===== config.mk =====
export PLATFORM = sky130hd
export DESIGN_NAME = alu_operand_issue
export DESIGN_NICKNAME = d
export VERILOG_FILES = /design/src/rtl/alu_operand_issue.sv
export SDC_FILE = /design/constraint.sdc
export NUM_CORES = 1
export LEC_CHECK = 0
export ABC_AREA = 0
export CELL_PAD_IN_SITES_DETAIL_PLACEMENT = 1
export CELL_PAD_IN_SITES_GLOBAL_PLACEMENT = 1
export CORE_AREA = 4 4 125 127
export CTS_CLUSTER_DIAMETER = 150
export DETAILED_ROUTE_END_ITERATION = 8
export DIE_AREA = 0 0 129 131
export GPL_TIMING_DRIVEN = 1
export PLACE_DENSITY_LB_ADDON = 0.3
export SLEW_MARGIN = 5
export SYNTH_ARGS = -nofsm -noshare
export SYNTH_HDL_FRONTEND = slang
export SYNTH_SLANG_ARGS = --single-unit

===== constraint.sdc =====
create_clock -name clk -period 3.4 [get_ports clk]
set_clock_uncertainty 0.2 [all_clocks]
set_input_delay 0.68 -clock clk [delete_from_list [all_inputs] [get_ports clk]]
set_output_delay 0.68 -clock clk [all_outputs]
set_load 0.01 [all_outputs]

===== src/rtl/alu_operand_issue.sv =====
// alu_operand_issue: decodes one RV32I instruction per handshake into an ALU
// opcode plus two operands. A single valid/ready register stage drives the
// ALU inputs directly and carries rd / write-enable / illegal sideband.
module alu_operand_issue #(
  parameter int XLEN = 32
) (
  input  logic            clk,
  input  logic            rst,
  input  logic            flush,
  input  logic            in_valid,
  output logic            in_ready,
  input  logic [31:0]     in_inst,
  input  logic [XLEN-1:0] in_pc,
  input  logic [XLEN-1:0] in_rs1_val,
  input  logic [XLEN-1:0] in_rs2_val,
  output logic            out_valid,
  input  logic            out_ready,
  output logic [3:0]      alu_op,
  output logic [XLEN-1:0] oper1,
  output logic [XLEN-1:0] oper2,
  output logic [4:0]      out_rd,
  output logic            out_wen,
  output logic            out_illegal
);

  typedef enum logic [3:0] {
    ALU_ADD  = 4'd0,  ALU_SUB  = 4'd1,  ALU_SLT = 4'd2,  ALU_SLTU = 4'd3,
    ALU_SGE  = 4'd4,  ALU_SGEU = 4'd5,  ALU_AND = 4'd6,  ALU_OR   = 4'd7,
    ALU_XOR  = 4'd8,  ALU_SEQ  = 4'd9,  ALU_SNE = 4'd10, ALU_SL   = 4'd11,
    ALU_SR   = 4'd12, ALU_SRA  = 4'd13
  } alu_op_e;

  localparam logic [6:0] OPC_OP     = 7'b0110011;
  localparam logic [6:0] OPC_OP_IMM = 7'b0010011;
  localparam logic [6:0] OPC_LUI    = 7'b0110111;
  localparam logic [6:0] OPC_AUIPC  = 7'b0010111;
  localparam logic [6:0] OPC_JAL    = 7'b1101111;
  localparam logic [6:0] OPC_JALR   = 7'b1100111;
  localparam logic [6:0] OPC_BRANCH = 7'b1100011;
  localparam logic [6:0] OPC_LOAD   = 7'b0000011;
  localparam logic [6:0] OPC_STORE  = 7'b0100011;

  logic [6:0] opcode;
  logic [2:0] funct3;
  logic [6:0] funct7;
  logic [XLEN-1:0] i_imm, s_imm, u_imm, shamt;

  assign opcode = in_inst[6:0];
  assign funct3 = in_inst[14:12];
  assign funct7 = in_inst[31:25];
  assign i_imm  = {{20{in_inst[31]}}, in_inst[31:20]};
  assign s_imm  = {{20{in_inst[31]}}, in_inst[31:25], in_inst[11:7]};
  assign u_imm  = {in_inst[31:12], 12'b0};
  assign shamt  = {27'b0, in_inst[24:20]};

  alu_op_e         dec_op;
  logic [XLEN-1:0] dec_o1, dec_o2;
  logic [4:0]      dec_rd;
  logic            dec_wen, dec_ill;

  // Instruction decode: opcode/funct fields to ALU opcode, operands, sideband.
  always_comb begin
    // NOTE: every output gets a default first so no path can infer a latch.
    dec_op  = ALU_ADD;
    dec_o1  = '0;
    dec_o2  = '0;
    dec_rd  = '0;
    dec_wen = 1'b0;
    dec_ill = 1'b0;
    case (opcode)
      OPC_OP: begin
        dec_o1  = in_rs1_val;
        dec_o2  = in_rs2_val;
        dec_wen = 1'b1;
        if (funct7 == 7'h00) begin
          case (funct3)
            3'd0: dec_op = ALU_ADD;
            3'd1: dec_op = ALU_SL;
            3'd2: dec_op = ALU_SLT;
            3'd3: dec_op = ALU_SLTU;
            3'd4: dec_op = ALU_XOR;
            3'd5: dec_op = ALU_SR;
            3'd6: dec_op = ALU_OR;
            default: dec_op = ALU_AND;
          endcase
        end else if (funct7 == 7'h20 && funct3 == 3'd0) begin
          dec_op = ALU_SUB;
        end else if (funct7 == 7'h20 && funct3 == 3'd5) begin
          dec_op = ALU_SRA;
        end else begin
          dec_ill = 1'b1;
        end
      end
      OPC_OP_IMM: begin
        dec_o1  = in_rs1_val;
        dec_o2  = i_imm;
        dec_wen = 1'b1;
        case (funct3)
          3'd0: dec_op = ALU_ADD;
          3'd1: begin
            dec_op = ALU_SL;
            dec_o2 = shamt;
            if (funct7 != 7'h00) dec_ill = 1'b1;
          end
          3'd2: dec_op = ALU_SLT;
          3'd3: dec_op = ALU_SLTU;
          3'd4: dec_op = ALU_XOR;
          3'd5: begin
            dec_o2 = shamt;
            if (funct7 == 7'h00)      dec_op  = ALU_SR;
            else if (funct7 == 7'h20) dec_op  = ALU_SRA;
            else                      dec_ill = 1'b1;
          end
          3'd6: dec_op = ALU_OR;
          default: dec_op = ALU_AND;
        endcase
      end
      OPC_LUI: begin
        dec_o2  = u_imm;
        dec_wen = 1'b1;
      end
      OPC_AUIPC: begin
        dec_o1  = in_pc;
        dec_o2  = u_imm;
        dec_wen = 1'b1;
      end
      OPC_JAL, OPC_JALR: begin
        // Link value pc+4 is computed by the ALU itself.
        dec_o1  = in_pc;
        dec_o2  = 32'd4;
        dec_wen = 1'b1;
        if (opcode == OPC_JALR && funct3 != 3'd0) dec_ill = 1'b1;
      end
      OPC_BRANCH: begin
        dec_o1 = in_rs1_val;
        dec_o2 = in_rs2_val;
        case (funct3)
          3'd0: dec_op = ALU_SEQ;
          3'd1: dec_op = ALU_SNE;
          3'd4: dec_op = ALU_SLT;
          3'd5: dec_op = ALU_SGE;
          3'd6: dec_op = ALU_SLTU;
          3'd7: dec_op = ALU_SGEU;
          default: dec_ill = 1'b1;
        endcase
      end
      OPC_LOAD: begin
        dec_o1  = in_rs1_val;
        dec_o2  = i_imm;
        dec_wen = 1'b1;
        if (funct3 == 3'd3 || funct3 > 3'd5) dec_ill = 1'b1;
      end
      OPC_STORE: begin
        dec_o1 = in_rs1_val;
        dec_o2 = s_imm;
        if (funct3 > 3'd2) dec_ill = 1'b1;
      end
      default: dec_ill = 1'b1;
    endcase

    if (in_inst[1:0] != 2'b11) dec_ill = 1'b1;

    // Illegal entries travel as a harmless ADD 0,0 with no write-back.
    if (dec_ill) begin
      dec_op  = ALU_ADD;
      dec_o1  = '0;
      dec_o2  = '0;
      dec_wen = 1'b0;
    end else begin
      dec_rd = in_inst[11:7];
      if (dec_rd == 5'd0) dec_wen = 1'b0;
    end
  end

  logic            valid_q, valid_d;
  logic [3:0]      alu_op_q, alu_op_d;
  logic [XLEN-1:0] oper1_q, oper1_d, oper2_q, oper2_d;
  logic [4:0]      rd_q, rd_d;
  logic            wen_q, wen_d, illegal_q, illegal_d;
  logic            accept;

  assign in_ready = !flush && (!valid_q || out_ready);
  assign accept   = in_valid && in_ready;

  // Stage next-state: flush beats accept; drain clears valid only.
  always_comb begin
    valid_d   = valid_q;
    alu_op_d  = alu_op_q;
    oper1_d   = oper1_q;
    oper2_d   = oper2_q;
    rd_d      = rd_q;
    wen_d     = wen_q;
    illegal_d = illegal_q;
    if (flush) begin
      valid_d = 1'b0;
    end else if (accept) begin
      valid_d   = 1'b1;
      alu_op_d  = dec_op;
      oper1_d   = dec_o1;
      oper2_d   = dec_o2;
      rd_d      = dec_rd;
      wen_d     = dec_wen;
      illegal_d = dec_ill;
    end else if (out_ready) begin
      valid_d = 1'b0;
    end
  end

  // Pipeline register with synchronous reset of control and data.
  always_ff @(posedge clk) begin
    // NOTE: the data fields are reset too because the ALU sees them directly
    // and their post-reset value is part of the interface contract.
    if (rst) begin
      valid_q   <= 1'b0;
      alu_op_q  <= '0;
      oper1_q   <= '0;
      oper2_q   <= '0;
      rd_q      <= '0;
      wen_q     <= 1'b0;
      illegal_q <= 1'b0;
    end else begin
      // NOTE: non-blocking so every flop samples pre-edge values together.
      valid_q   <= valid_d;
      alu_op_q  <= alu_op_d;
      oper1_q   <= oper1_d;
      oper2_q   <= oper2_d;
      rd_q      <= rd_d;
      wen_q     <= wen_d;
      illegal_q <= illegal_d;
    end
  end

  assign out_valid   = valid_q;
  assign alu_op      = alu_op_q;
  assign oper1       = oper1_q;
  assign oper2       = oper2_q;
  assign out_rd      = rd_q;
  assign out_wen     = wen_q;
  assign out_illegal = illegal_q;

endmodule


==> out/summary.txt, run 1 <==
Worst-margin pin slew - 641 ps
Sw power - 523 uW
Crit. End Element - flip-flop
Largest net degree at the start of global routing - 73
Adder-cell share of the synthesized area - 0%
Dpl hpwl - 13,200 um
IO Port Bufs - 209
Antenna violations before repair - 0
DRT Pass-1 Iters - 4
Setup tns final - 0 ps
Synth top area cells - dfxtp_1 (40%), o31ai_1 (14%), nand2_1 (8.5%), a22oi_1 (8.4%), a221oi_1 (4.6%)
Logic pwr share - 15.3%
Sequential area share after synthesis - 39.7%
Synthesis Warnings - 0
Final hold viol count - 0
Top_reg_cell synth - dfxtp_1
Simple-gate share of the synthesized area - 17.3%
DRC Markers - 0
Crit start category - primary input
Crit path max fanout - 25
Avg Vias per Cell - 5.25
Root buf cell - clkbuf_16
First-pass GRT wire length - 26,500 um
Mux contribution to synthesized area - 0%
Top cell type's share of synthesized area - 39.7%
Final Setup Violations - 0
Flop pwr share - 42.8%
Commonest non-fill, non-tap cell in the layout - clkdlybuf4s50_1
P_int - 1.56 mW
Net Sw Frac - 25.1%
Hold Path Depth - 2
Power Density - 321 nW/um2
Cells after synthesis - 458
Most frequent cells in the layout - clkdlybuf4s50_1 (209), nand2_1 (87), dfxtp_1 (76)
Initial core utilization - 26.6%
Final net count - 790
Setup bufs post-CTS - 0
CTS max path bufs - 2
M1 wire length - 6780 um
Clock power frac - 41.9%
Critical Path RT - 3430 ps
Drt wl/cell - 20.7 um
Die width - 129 um
Tot GR Track Use - 20.1%
CTS Sinks - 76
Total number of vias - 4,434
Total Power - 2.08 mW
Worst-skew pair later-pin latency - 330 ps
CTS Hold Buffers Added - 0
Hold Path End - oper2[30]$_SDFFE_PP0P_
Vias in the first global route - 4,794
Area Growth Syn to Fin - 69.4%
GR Overflow Total - 0
Worst path slowest cell - clkdlybuf4s50_1
Die H - 131 um
Worst-path clk slew - 60 ps
Post-synth ARST share - 0%
Syn Area/Cell - 8.37 um2
H-Tree Depth - 3
Post-synthesis compound-gate area fraction - 35.2%
R2r setup slk - 1080 ps
Routed met2 length - 9350 um
Max layer used - met4
Combinational family with the most area after synthesis - compound AO/OA/AOI/OAI gates
Worst hold start - oper2[30]$_SDFFE_PP0P_
# fillers - 1,669
Xor/xnor share of the synthesized area - 0%
Fin crit share - 86.6%
Layout cells sized above 1 - 8.02%
Outcome - finished clean
Worst path arrival time - 2970 ps
Core area - 14,400 um2
Reg2Reg Depth - 6
RR Startpoint - out_valid$_SDFFE_PP0P_
WL met3 - 893 um
Max incr delay on CP - 730 ps
Max IR drop VDD - 208 uV
IO Count - 210
Ordered list of cells on the worst path - clkdlybuf4s50_1 > nor2b_1 > o31a_1 > o2111ai_1 > nand3_2 > buf_12 > o31ai_1
Cell area after synthesis - 3830 um2
Setup CP Type - primary input to flip-flop
Diode count - 0
Detail Route Antenna Nets - 0
RSZ-0062 raised after global routing - false
HP Class - flip-flop to flip-flop
DR iter-0 viols - 173
Global placement routability congestion - 0.826
MaxCap Viol Count - 0
Row Count - 44
Area leader, netlist - dfxtp_1
Final-report max-slew violation count - 0
Post-synth EDFFs - 0
Post-CTS Resized - 0
Die area - 16,900 um2
Distinct cell type count after synthesis - 41
Pleak - 2.11 nW
Syn_nets - 591
Flops & latches, synth - 76
Final WL - 17,500 um
CTS tree - yes
Min cycle time layout - 2940 ps
Clock buffer count from CTS - 9
Rel. slew slack - 57.1%
Max Clk Rate - 340 MHz
Worst r2r dst - oper2[24]$_SDFFE_PP0P_
worst max-delay path by stage:
stage / startpoint / endpoint / slack (ps) / cells past startpoint
after floorplan: in_inst[2] / oper1[10]$_SDFFE_PP0P_ / 720 / 8
final: in_inst[14] / oper2[24]$_SDFFE_PP0P_ / 460 / 7
after global routing: in_inst[14] / oper1[18]$_SDFFE_PP0P_ / 280 / 7
after CTS: in_inst[14] / oper2[24]$_SDFFE_PP0P_ / 430 / 7
after global placement: in_inst[14] / oper1[10]$_SDFFE_PP0P_ / 200 / 8
after detailed placement: in_inst[14] / oper2[24]$_SDFFE_PP0P_ / 110 / 7
through the flow:
step           utilization [%]  cell area [um2]  setup WS (ps)  instances  hold slack, ps
2_1_floorplan                -             3830            724        458             277
3_3_place_gp              43.2             6230            202        830             232
6_report                  45.0             6490            456        845             253
4_1_cts                   45.0             6490            430        845             257
3_5_place_dp              43.2             6230            114        830             242
5_1_grt                   45.0             6490            279        845             282
worst max-delay path: cells and delay by family:
family / cells / cell delay (ps)
AOI/OAI and AO/OA: 3 / 930
buffers and inverters: 2 / 960
and+or+nand+nor: 2 / 390
cell type report:
type,count,area (um2),area share [%]
tap,184,230,3.55
clock buffer,10,229,3.53
clock inverter,5,30.0,0.463
inverter,16,60.1,0.925
sequential,76,1520,23.4
timing repair buffer,236,2370,36.5
multi-input combinational,318,2050,31.6
sequential cells by signal, summed over array words and instances (netlist names):
register	count
oper2	32
alu_op	4
out_illegal	1
out_valid	1
oper1	32
out_wen	1
out_rd	5
layer usage:
| layer | global-route usage, % | up-vias |
|---|---|---|
| li1 | - | 2130 |
| met1 | 22.4 | 2151 |
| met2 | 37.7 | 118 |
| met3 | 3.70 | 35 |
| met4 | 7.72 | 0 |
| met5 | 0 | - |
synth_stat cells (all sizes together), types with 4 or more instances:
cell type	count
a2111oi	5
a211oi	5
a21oi	12
a221oi	20
a22oi	43
buf	12
clkbuf	36
dfxtp	76
inv	16
nand2	87
nand3	4
nor2	14
nor2b	6
nor3	4
nor3b	5
o21ai	4
o22ai	4
o31ai	74
power groups by stage:
stage | logic, mW | registers (mW) | clock network, mW
final | 0.319 | 0.893 | 0.873
after global routing | 0.342 | 0.892 | 0.931
after CTS | 0.321 | 0.893 | 0.894
after detailed placement | 0.318 | 0.913 | 0
after global placement | 0.314 | 0.913 | 0
after floorplan | 0.0954 | 0.913 | 0
logic make-up after synthesis:
family          count (synthesis)
flops                          76
buf+inv                        64
compound gates                180
simple gates                  138
Power figures use the tool's default switching activity.
==> run 2, diff against run 1 <==
--- a/config.mk
+++ b/config.mk
@@ -7,11 +7,10 @@
 export LEC_CHECK = 0
 export ABC_AREA = 0
 export CELL_PAD_IN_SITES_DETAIL_PLACEMENT = 1
-export CELL_PAD_IN_SITES_GLOBAL_PLACEMENT = 1
-export CORE_AREA = 4 4 125 127
-export CTS_CLUSTER_DIAMETER = 150
+export CELL_PAD_IN_SITES_GLOBAL_PLACEMENT = 2
+export CORE_AREA = 4 4 141 143
 export DETAILED_ROUTE_END_ITERATION = 8
-export DIE_AREA = 0 0 129 131
+export DIE_AREA = 0 0 145 147
 export GPL_TIMING_DRIVEN = 1
 export PLACE_DENSITY_LB_ADDON = 0.3
 export SLEW_MARGIN = 5
==> run 2 against run 1 <==
  * Critical path depth unchanged
  * Highest routed layer unchanged
  * Power increased by 5.5%
  * Critical endpoint is now alu_op[3]$_SDFFE_PP0P_
  * Sequential share of layout area shrank 0.31 points
  * Final cell count increased by 5.9%
  * Register-to-register slack better by 100 ps
  * Die area up 26%
  * Sequential cell count stayed put
  * Clock power grew 13%
  * Non-clock buffer count is 1 lower
==> out/summary.txt, run 2 (synthesis results as in run 1) <==
CTS max path bufs - 2
Final WL - 17,600 um
Layout cells sized above 1 - 8.02%
Critical Path RT - 3450 ps
Detail Route Antenna Nets - 0
Die area - 21,300 um2
Clock buffer count from CTS - 9
DRC Markers - 0
Worst-margin pin slew - 657 ps
Tot GR Track Use - 16.0%
Core area - 18,600 um2
CTS Sinks - 76
CTS Hold Buffers Added - 0
Initial core utilization - 20.6%
Commonest non-fill, non-tap cell in the layout - clkdlybuf4s50_1
First-pass GRT wire length - 27,200 um
H-Tree Depth - 3
Post-CTS Resized - 0
Die H - 147 um
Drt wl/cell - 19.7 um
Rel. slew slack - 55.1%
GR Overflow Total - 0
DR iter-0 viols - 216
Final hold viol count - 0
DRT Pass-1 Iters - 6
MaxCap Viol Count - 0
IO Count - 210
Largest net degree at the start of global routing - 72
Fin crit share - 85.4%
Crit start category - primary input
Setup bufs post-CTS - 0
Row Count - 50
Worst-path clk slew - 60 ps
Root buf cell - clkbuf_16
Fin cells - 895
Ordered list of cells on the worst path - clkdlybuf4s50_1 > nor4bb_1 > buf_4 > nand4_1 > a2111oi_0 > o21ai_0 > o31ai_1
Max IR drop VDD - 184 uV
Final net count - 789
Dpl hpwl - 13,500 um
Area Growth Syn to Fin - 71.7%
Worst setup margin - 496 ps
Crit path max fanout - 9
Crit path buffers/inverters - 2
Diode count - 0
Global placement routability congestion - 0.821
Total number of vias - 4,402
Vias in the first global route - 4,583
Antenna violations before repair - 0
Worst-skew pair later-pin latency - 340 ps
DP Cell Count - 879
CTS tree - yes
Power Density - 334 nW/um2
RSZ-0062 raised after global routing - false
Avg Vias per Cell - 4.92
Setup CP Type - primary input to flip-flop
Top Family by Delay on Critical Path - compound AO/OA/AOI/OAI gates
Max Clk Rate - 344 MHz
Min cycle time layout - 2900 ps
HP Class - flip-flop to flip-flop
Pleak - 2.12 nW
Outcome - finished clean
Pre-CTS setup slack - 157 ps
Most frequent cells in the layout - clkdlybuf4s50_1 (209), nand2_1 (87), dfxtp_1 (76)
Setup tns final - 0 ps
Worst path arrival time - 2960 ps
Die width - 145 um
IO Port Bufs - 209
Crit. End Element - flip-flop
Final Setup Violations - 0
Final-report max-slew violation count - 0
Max incr delay on CP - 640 ps
Worst path slowest cell - clkdlybuf4s50_1
run 2: metrics by stage:
stage / utilization, % / power (mW) / hold slack, ps / area (um2)
CTS: 35.4 / 2.23 / 253 / 6580
global route: 35.4 / 2.29 / 268 / 6580
detailed placement: 33.8 / 1.23 / 239 / 6280
finish: 35.4 / 2.20 / 249 / 6580
floorplan: - / 1.01 / 277 / 3830
global placement: 33.8 / 1.23 / 234 / 6280
run 2: where the power goes:
part           internal [mW]  total, mW  leakage, nW  switching, mW
clock network          0.606      0.988        0.149          0.382
logic                  0.184      0.319         1.36          0.135
registers              0.892      0.893        0.612       0.000791
run 2: worst paths after layout:
| path | slack [ps] | end | depth (start not counted) | start |
|---|---|---|---|---|
| worst min register to register | 250 | out_rd[3]$_SDFFE_PP0P_ | 2 | out_rd[3]$_SDFFE_PP0P_ |
| worst max-delay path | 500 | alu_op[3]$_SDFFE_PP0P_ | 7 | in_inst[0] |
| worst max register to register | 1180 | oper1[15]$_SDFFE_PP0P_ | 6 | out_valid$_SDFFE_PP0P_ |
| worst min-delay path | 250 | out_rd[3]$_SDFFE_PP0P_ | 2 | out_rd[3]$_SDFFE_PP0P_ |
run 2: tightest hold or removal path, delay by kind of cell, from the launching register on:
| family | cells | cell delay (ps) |
|---|---|---|
| AOI/OAI and AO/OA | 1 | 50 |
| DFF | 1 | 320 |
| and+or+nand+nor | 1 | 50 |
run 2: cell type report:
type / count / area [um2]
Clock buffer: 12 / 256
Clock inverter: 4 / 47.5
Fill cell: 2158 / 12000
Inverter: 16 / 60.1
Multi-Input combinational cell: 318 / 2050
Sequential cell: 76 / 1520
Tap cell: 234 / 293
Timing Repair Buffer: 235 / 2350
run 2: metal layers:
metal / vias to the layer above / track usage [%] / share of wire, %
li1: 2130 / - / -
met1: 2127 / 18.7 / 41
met2: 124 / 29.4 / 52
met3: 21 / 3.55 / 4.8
met4: 0 / 4.89 / 1.9
met5: - / 0 / 0
==> run 3, diff against run 2 <==
--- a/config.mk
+++ b/config.mk
@@ -8,9 +8,9 @@
 export ABC_AREA = 0
 export CELL_PAD_IN_SITES_DETAIL_PLACEMENT = 1
 export CELL_PAD_IN_SITES_GLOBAL_PLACEMENT = 2
-export CORE_AREA = 4 4 141 143
+export CORE_AREA = 4 4 120 167
 export DETAILED_ROUTE_END_ITERATION = 8
-export DIE_AREA = 0 0 145 147
+export DIE_AREA = 0 0 124 171
 export GPL_TIMING_DRIVEN = 1
 export PLACE_DENSITY_LB_ADDON = 0.3
 export SLEW_MARGIN = 5
==> run 3 against run 2 <==
  * Die area is 0.52% lower
  * Final cell count is 1.1% higher
  * Sequential cell count stayed put
  * Via count is 0.84% higher
  * Highest routed layer unchanged
==> out/summary.txt, run 3 (synthesis results as in run 1) <==
Outcome - finished clean
# fillers - 2,134
Ordered list of cells on the worst path - clkdlybuf4s50_1 > nor4_2 > buf_4 > nand2_1 > o2111ai_1 > nand3_2 > buf_12 > o31ai_1
Worst-path clk slew - 60 ps
Crit. End Element - flip-flop
Final Setup Violations - 0
Max incr delay on CP - 490 ps
Worst-margin pin slew - 722 ps
Fin crit share - 84.8%
Area Growth Syn to Fin - 72.3%
Die area - 21,200 um2
Diode count - 0
Antenna violations before repair - 0
Global placement routability congestion - 0.879
Most frequent cells in the layout - clkdlybuf4s50_1 (209), nand2_1 (87), dfxtp_1 (76)
Setup bufs post-CTS - 0
RSZ-0062 raised after global routing - false
Drt wl/cell - 19.0 um
Pleak - 2.11 nW
Tot GR Track Use - 16.1%
Max IR drop VDD - 183 uV
Final-report max-slew violation count - 0
Power Density - 330 nW/um2
Crit start category - primary input
Setup tns final - 0 ps
Die width - 124 um
Worst-skew pair later-pin latency - 340 ps
Layout Utilization - 35.6%
Root buf cell - clkbuf_16
Largest net degree at the start of global routing - 58
IO Count - 210
Clock buffer count from CTS - 9
Min cycle time layout - 2880 ps
Die H - 171 um
CTS Sinks - 76
Commonest non-fill, non-tap cell in the layout - clkdlybuf4s50_1
Critical Path RT - 3450 ps
DRC Markers - 0
Detail Route Antenna Nets - 0
Layout cells sized above 1 - 8.02%
MaxCap Viol Count - 0
Initial core utilization - 20.7%
Hold Path Depth - 2
GR Overflow Total - 0
Total Power - 2.18 mW
H-Tree Depth - 3
First-pass GRT wire length - 26,400 um
CTS max path bufs - 2
Rel. slew slack - 51.8%
Setup CP Type - primary input to flip-flop
Worst path slowest cell - clkdlybuf4s50_1
Total number of vias - 4,439
Core area - 18,500 um2
DR iter-0 viols - 329
HP Class - flip-flop to flip-flop
Post-CTS Resized - 0
Final net count - 790
Vias in the first global route - 4,752
Row Count - 59
CTS tree - yes
Avg Vias per Cell - 4.90
Reg2Reg Depth - 6
Final hold viol count - 0
Dpl hpwl - 13,100 um
Worst path arrival time - 2930 ps
Final WL - 17,200 um
CTS Hold Buffers Added - 0
Crit path max fanout - 57
DRT Pass-1 Iters - 4
IO Port Bufs - 209
Max Clk Rate - 347 MHz
-- run 3: cell types whose count changed in the layout (fill, tap and decap cells not counted) --
| cell | change |
|---|---|
| buf_4 | +1 |
| clkbuf_8 | -1 |
| clkinvlp_4 | +1 |
| a21oi_4 | +2 |
| a21oi_2 | -2 |
| clkinv_2 | -1 |
-- run 3: power breakdown --
part	leakage [nW]	switching [mW]	internal, mW
logic	1.36	0.135	0.184
registers	0.612	0.000749	0.892
clock network	0.138	0.384	0.583
total	2.11	0.520	1.66
-- run 3: cell type report --
type | instances | area (um2) | area share (%)
Clock buffer | 11 | 243 | 3.68
Clock inverter | 4 | 50.0 | 0.758
Inverter | 16 | 60.1 | 0.909
Multi-Input combinational cell | 318 | 2070 | 31.3
Sequential cell | 76 | 1520 | 23.0
Tap cell | 244 | 305 | 4.62
Timing Repair Buffer | 236 | 2360 | 35.7
-- run 3: metal layers --
metal / GRT usage (%) / up-vias / wire, um / share of wire (%)
met5: 0 / - / 0 / 0
met4: 7.01 / 0 / 512 / 3.0
met3: 4.23 / 28 / 1160 / 6.8
met2: 28.0 / 156 / 8800 / 51
met1: 18.3 / 2124 / 6730 / 39
li1: - / 2131 / - / -
-- run 3: metrics by stage --
stage | area, um2 | cells | setup WS (ps) | hold WS, ps
after global placement | 6310 | 890 | 182 | 234
final | 6600 | 905 | 518 | 248
after global routing | 6600 | 905 | 353 | 276
after floorplan | 3830 | 458 | 724 | 277
after CTS | 6600 | 905 | 509 | 255
after detailed placement | 6310 | 890 | 158 | 240
-- run 3: critical path, delay by kind of cell --
family / cells / cell delay (ps)
and+or+nand+nor: 3 / 670
AOI/OAI and AO/OA: 2 / 600
buffers and inverters: 3 / 920
-- run 3: final timing paths --
check	from	to	slack (ps)
worst max-delay path	in_inst[26]	oper2[24]$_SDFFE_PP0P_	520
worst min-delay path	oper1[15]$_SDFFE_PP0P_	oper1[15]$_SDFFE_PP0P_	250
worst max register to register	out_valid$_SDFFE_PP0P_	oper2[24]$_SDFFE_PP0P_	1170
worst min register to register	oper1[15]$_SDFFE_PP0P_	oper1[15]$_SDFFE_PP0P_	250
